$ cat src/rtl/spi_read_ip.sv
// rtl/spi_read_ip.sv - SPI read stage: divider, bit counter, SIPO register and FSM
module spi_read_ip #(
  parameter int Width = 12,
  parameter int CntW  = 5
) (
  input  logic             clk_i,
  input  logic             rst_i,
  input  logic             strr_i,
  input  logic [7:0]       kmax_i,
  input  logic             miso_i,
  output logic             dclk_o,
  output logic             cs_o,
  output logic [Width-1:0] dout_o,
  output logic             eor_o,
  output logic             busy_o
);

  typedef enum logic [2:0] {
    IDLE  = 3'd0,
    SETUP = 3'd1,
    LOW   = 3'd2,
    HIGH  = 3'd3,
    DONE  = 3'd4
  } state_t;

  state_t           state;
  state_t           state_nxt;
  logic [7:0]       k_q;
  logic [7:0]       div_q;
  logic [CntW-1:0]  bit_q;
  logic [Width-1:0] sr_q;
  logic             run;
  logic             tick;
  logic             start;

  logic             cs_d;
  logic             dclk_d;
  logic             eor_d;
  logic             busy_d;
  logic             load_d;

  // Divider runs only while the serial clock is being generated
  assign run   = (state == SETUP) || (state == LOW) || (state == HIGH);
  assign tick  = run && (div_q == k_q);
  assign start = (state == IDLE) && strr_i;

  // State register
  always_ff @(posedge clk_i) begin
    if (!rst_i) begin
      state <= IDLE;
    end else begin
      state <= state_nxt;
    end
  end

  // Next-state logic
  always_comb begin
    state_nxt = state;
    case (state)
      IDLE:    if (strr_i) state_nxt = SETUP;
      SETUP:   if (tick) state_nxt = LOW;
      LOW:     if (tick) state_nxt = HIGH;
      HIGH: begin
        if (tick) begin
          if (bit_q == CntW'(Width)) state_nxt = DONE;
          else                       state_nxt = LOW;
        end
      end
      DONE:    state_nxt = IDLE;
      default: state_nxt = IDLE;
    endcase
  end

  // Output decode from the next state so that every output is registered
  always_comb begin
    cs_d   = 1'b1;
    dclk_d = 1'b0;
    eor_d  = 1'b0;
    busy_d = 1'b1;
    load_d = 1'b0;
    case (state_nxt)
      IDLE:  busy_d = 1'b0;
      SETUP: cs_d   = 1'b0;
      LOW:   cs_d   = 1'b0;
      HIGH: begin
        cs_d   = 1'b0;
        dclk_d = 1'b1;
      end
      DONE: begin
        eor_d  = 1'b1;
        load_d = 1'b1;
      end
      default: busy_d = 1'b0;
    endcase
  end

  // Output registers; the result word only changes on entry to DONE
  always_ff @(posedge clk_i) begin
    if (!rst_i) begin
      cs_o   <= 1'b1;
      dclk_o <= 1'b0;
      eor_o  <= 1'b0;
      busy_o <= 1'b0;
      dout_o <= '0;
    end else begin
      cs_o   <= cs_d;
      dclk_o <= dclk_d;
      eor_o  <= eor_d;
      busy_o <= busy_d;
      if (load_d) dout_o <= sr_q;
    end
  end

  // Half-period divider, held at zero outside the clocking states
  always_ff @(posedge clk_i) begin
    if (!rst_i) begin
      div_q <= 8'd0;
    end else if (!run || tick) begin
      div_q <= 8'd0;
    end else begin
      div_q <= div_q + 8'd1;
    end
  end

  // Divider limit is frozen at start so mid-read changes have no effect
  always_ff @(posedge clk_i) begin
    if (!rst_i) begin
      k_q <= 8'd0;
    end else if (start) begin
      k_q <= kmax_i;
    end
  end

  // Bit counter counts dclk rising edges within a transaction
  always_ff @(posedge clk_i) begin
    if (!rst_i) begin
      bit_q <= '0;
    end else if (start) begin
      bit_q <= '0;
    end else if ((state == LOW) && tick) begin
      bit_q <= bit_q + 1'b1;
    end
  end

  // MSB-first shift register, sampled on the edge where dclk rises
  always_ff @(posedge clk_i) begin
    if (!rst_i) begin
      sr_q <= '0;
    end else if ((state == LOW) && tick) begin
      sr_q <= {sr_q[Width-2:0], miso_i};
    end
  end

endmodule

$ cat config.mk
export PLATFORM = sky130hd
export DESIGN_NAME = spi_read_ip
export DESIGN_NICKNAME = d
export VERILOG_FILES = /design/src/rtl/spi_read_ip.sv
export SDC_FILE = /design/constraint.sdc
export NUM_CORES = 1
export LEC_CHECK = 0
export CORE_MARGIN = 10
export CORE_UTILIZATION = 25
export CTS_CLUSTER_SIZE = 40
export DETAILED_ROUTE_END_ITERATION = 8
export GPL_TIMING_DRIVEN = 0
export HOLD_SLACK_MARGIN = 0.06
export PLACE_DENSITY = 0.52
export SKIP_LAST_GASP = 1
export SLEW_MARGIN = 20
export SYNTH_ARGS = -nofsm -noshare
export SYNTH_HDL_FRONTEND = slang
export SYNTH_SLANG_ARGS = --single-unit
$ cat constraint.sdc
create_clock -name clk_i -period 4 [get_ports clk_i]
set_clock_uncertainty 0.15 [all_clocks]
set_input_delay 0.4 -clock clk_i [delete_from_list [all_inputs] [get_ports clk_i]]
set_output_delay 0.4 -clock clk_i [all_outputs]
set_load 0.01 [all_outputs]
# == Word-level counts from Yosys, hierarchy flattened ==
# Cells that the tools add are included.
# classes
n_bitwise,1
n_reduce_logical,12
n_addsub,2
eq_ne,9
div,0
n_shift,0
magnitude_cmp,0
mux,10
multipliers,0
# op_table
cell,n
3-bit 2-to-1 mux,5
"3-bit by 2-bit == test with 1-bit output, second input constant",4
3-bit case mux with 4 select lines,1
"8-bit by 1-bit adder with 8-bit output, second input constant",1
8-bit == test,1
"3-bit by 1-bit == test with 1-bit output, second input constant",2
"5-bit by 1-bit adder with 5-bit output, second input constant",1
"5-bit by 4-bit == test with 1-bit output, second input constant",1
1-bit 2-to-1 mux,4
2-bit OR reduction,2
4-bit OR reduction,1
"3-bit == test, second input constant",1
1-bit logical AND,3
3-bit zero test,1
1-bit logical OR,3
3-bit OR reduction,1
1-bit zero test,1
1-bit NOT,1
# totals
ff_bits,52
n_memories,0
mem_bits_ro,0
out_inout_bits,16
ram_bits,0
latchBits,0
input_bits,12
word_cells,44

# == Longest topological paths before layout ==
# depth
ltp_word,9
ltp_mapped,7
mapped_depth_nobuf,6

# == Least setup slack after synthesis ==
# No wires, ideal clock.
# synth_timing
path_type,reg2reg
start,register state[1]
end,register bit_q[2]
path_slack_ns,2.209
synth_period_minus_slack_ns,1.791
required_time_ns,3.720
path_buffers,3
arrival_time_ns,1.511
stages_incl_launch_ff,8
setup_ns,0.130
cell_sequence,dfxtp_1 -> buf_6 -> or4b_1 -> buf_2 -> and2_4 -> buf_6 -> o311ai_2 -> o41ai_1
# synth_via
elab_chain_cells,5
elab_cells_between_ends,10
cone_classes,eq/ne (3); reduce/logical (7)
# synth_lines
element,line_no,source
from (decl),26,state_t state;
from (signal assigned),52,state <= state_nxt;
3-bit by 1-bit == test with 1-bit output / 3-bit by 2-bit == test with 1-bit output (equally long branches),"43, 140",
1-bit logical OR (2 in a row),43,assign run = (state == SETUP) || (state == LOW) || (state == HIGH);
1-bit logical AND,44,assign tick = run && (div_q == k_q);
1-bit logical AND,140,end else if ((state == LOW) && tick) begin
to (signal assigned),141,bit_q <= bit_q + 1'b1;
to (decl),30,logic [CntW-1:0] bit_q;
# Parallel ways exist; a longest one is shown, timed or not.
# A chain may end at the register's enable or synchronous reset.

# == Worst setup path in the final report ==
# layout_timing
start,input port strr_i
end,register bit_q[3]
# layout_via
elab_chain_cells,2
# layout_lines
element,line_no,source
from (decl),8,"input logic strr_i,"
1-bit logical AND,45,assign start = (state == IDLE) && strr_i;
2-bit OR reduction (no source line),-,
# No other way between the ends.

==> flow_summary.json <==
{
  "io_buffers": 27,
  "synth_area_um2": 2232,
  "nNetsFinal": 269,
  "antenna_found_initial": 0,
  "reg2reg_depth": 5,
  "drive_above_1_share_pct": 10.59,
  "synthXorXnorAreaFrac_pct": 7.175,
  "startpoint": "strr_i",
  "max-slew-margin-rel_pct": 55.00,
  "synth_edf_count": 0,
  "synthArstFlopShare_pct": 0,
  "endpoint_kind": "flop",
  "ys.flop_type": "dfxtp_1",
  "boundaryPins": 28,
  "crit_slowest_cell": "clkdlybuf4s50_1",
  "timing_worst_setup_path_type": "in -> reg",
  "met3_usage_pct": 1.992,
  "yosys.area_share.simple_pct": 22.37,
  "clk_path_buf_depth": 2,
  "max_freq_ghz": 0.4938,
  "route.detailed.drc": 0,
  "initial_core_util_pct": 25.60,
  "crit_arrival_ns": 2.05,
  "placement.cell_area_um2": 2638,
  "drtIter0Drc": 68,
  "area.growth.synth_to_final_pct": 23.82,
  "rsz0062_at_grt": "false",
  "met1_usage_pct": 9.181,
  "worst_slack_ns": 1.975,
  "status": "complete, no violations",
  "synth.area.top_cells": "dfxtp_1 47%, mux2i_1 12%, nand2_1 7.9%",
  "finalHoldViolCount": 0,
  "clk_pin_slew_ns": 0.09,
  "fin_setup_tns_ns": 0,
  "synth_common_cells": "52 x dfxtp_1, 47 x nand2_1, 27 x mux2i_1",
  "worst_pin_slew_ns": 0.6733,
  "synth_top_family_by_area": "simple AND/OR/NAND/NOR gates",
  "n_fill_cell": 926,
  "total_power_mw": 1.105,
  "setup-violations-final": 0,
  "drt_first_pass_iters": 4,
  "routed_via_density": 4.281,
  "tritoncts": "built",
  "synth_top_area_share_pct": 46.64,
  "final_area_um2": 2764,
  "min_period_ns": 2.025,
  "multi_input_area_um2": 1115,
  "seq_area_um2": 1041,
  "track_usage_pct": 7.239,
  "clock-sinks": 52,
  "drt_wl_total_um": 4520,
  "yosysMostFrequentCell": "dfxtp_1",
  "grt_util_met2_pct": 11.14,
  "synth_fa_ha_area_share_pct": 1.682,
  "post-place-ws_ns": 1.657,
  "cts_max_level": 2,
  "ys_ff_latch": 52,
  "gr-total-overflow": 0,
  "die_w_um": 114.5,
  "die_area_um2": 13110,
  "ys_types": 40,
  "maxCapViolCount": 0,
  "core_region_area_um2": 8721,
  "syn_inst": 220,
  "post_cts_buffers": 0,
  "die_h_um": 114.5,
  "power_leakage_nw": 1.010,
  "synth_fp_nets": 235,
  "startpoint_type": "input pin",
  "numCtsBuffers": 5,
  "yosysSeqAreaShare_pct": 46.64,
  "postRouteAntennaNets": 0,
  "synth_compound_area_share_pct": 6.614,
  "wl_per_cell_um": 12.45,
  "grt_pass1_vias": 1584,
  "cpPeakStageDelay_ns": 0.54,
  "syn_avg_cell_area_um2": 10.15,
  "hpwlAfterDp_um": 3345,
  "yosys_warnings": 0,
  "top_usage_layer": "met2",
  "path_cells": "clkdlybuf4s50_1 > or4b_1 > buf_2 > and2_4 > buf_6 > o311ai_2 > o41ai_1",
  "timing.reg2reg.setup_slack_ns": 1.99,
  "vdd_drop_max_mv": 0.1589,
  "reg2reg_from": "div_q[6]$_SDFF_PP0_",
  "cts_resized": 0,
  "grt_pass1_wl_um": 7824,
  "cp_max_fo": 10,
  "place_congestion": 0.7307,
  "p_per_area_nw_per_um2": 399.9,
  "num_rows": 34,
  "fin_crit_sh_pct": 50.63,
  "synthMuxAreaShare_pct": 12.11,
  "antenna_cells": 0,
  "cts_hold_buffers": 0,
  "clk_latency_ns": 0.30,
  "reg2reg_to": "dout_o[9]$_SDFFE_PN0P_",
  "critical_path_required_ns": 4.03,
  "clockRootBuffer": "clkbuf_8",
  "grt_max_degree": 16,
  "maxSlewViolCount": 0,
  "yosysTopAreaCell": "dfxtp_1",
  "vias": 1554,
  "crit_path_end": "bit_q[3]$_SDFFE_PP0P_",
  "hold_class": "reg -> reg"
}
registers in the layout, indices dropped and copies added, names as in the netlist, 3 cells and up:
register  flops
dout_o       12
sr_q         12
div_q         8
k_q           8
bit_q         5
state         3
critical path: cells and delay by family:
kind	cells	cell delay [ns]
simple gates	2	0.60
compound gates	2	0.18
buf+inv	3	0.86
per-layer routing:
metal | part of all wire, % | routed length, um
met2 | 46 | 2061
met5 | 0 | 0
met1 | 49 | 2210
met4 | 1.8 | 80
met3 | 3.7 | 167
area by class of cell:
cell class	count	area share (%)
buffer	10	2.354
clock buffer	7	3.486
inverter	3	0.4074
tap	108	4.889
multi-input combinational	155	40.34
timing repair buffer	27	9.778
sequential	52	37.66
clock inverter	1	1.086
stage by stage:
stage / hold slack, ns / utilization [%] / instances
floorplan: 0.2928 / - / 220
global placement: 0.2957 / 30.24 / 355
detailed placement: 0.2985 / 30.24 / 355
CTS: 0.3125 / 31.69 / 363
global route: 0.3327 / 31.69 / 363
finish: 0.3107 / 31.69 / 363
logic make-up (layout without fill, tap and decap cells):
logic type      after synthesis  after routing
mux                          27             27
xor+xnor                     14             14
compound gates               18             18
fa+ha+maj                     3              3
flops                        52             52
buf+inv                      13             48
simple gates                 93             93
placed cells by master (no fill, tap or decap), types with 3 or more instances in the layout:
cell,count
clkbuf_1,5
nand4_1,3
xnor2_2,5
inv_1,3
nand2_1,47
clkdlybuf4s50_1,27
xnor2_1,4
xor2_1,5
buf_6,3
ha_1,3
nand3_1,5
a21boi_0,8
nor3_1,3
dfxtp_1,52
nand2b_1,5
mux2i_1,27
nor2_1,12
clkbuf_8,7
worst min path at each step:
stage	from	end	slack [ns]	cells after the start
finish	dout_o[6]$_SDFFE_PN0P_	dout_o[6]$_SDFFE_PN0P_	0.31	2
global route	dout_o[2]$_SDFFE_PN0P_	dout_o[2]$_SDFFE_PN0P_	0.33	2
CTS	dout_o[6]$_SDFFE_PN0P_	dout_o[6]$_SDFFE_PN0P_	0.31	2
detailed placement	dout_o[6]$_SDFFE_PN0P_	dout_o[6]$_SDFFE_PN0P_	0.30	2
global placement	dout_o[2]$_SDFFE_PN0P_	dout_o[2]$_SDFFE_PN0P_	0.30	2
floorplan	bit_q[4]$_SDFFE_PP0P_	bit_q[4]$_SDFFE_PP0P_	0.29	2
report_power, final:
| group | switching, mW | total (mW) | internal (mW) |
|---|---|---|---|
| sequential | 0.0133 | 0.547 | 0.534 |
| clock | 0.170 | 0.391 | 0.221 |
| combinational | 0.0952 | 0.167 | 0.0713 |
(Power assumes the default switching activity.)
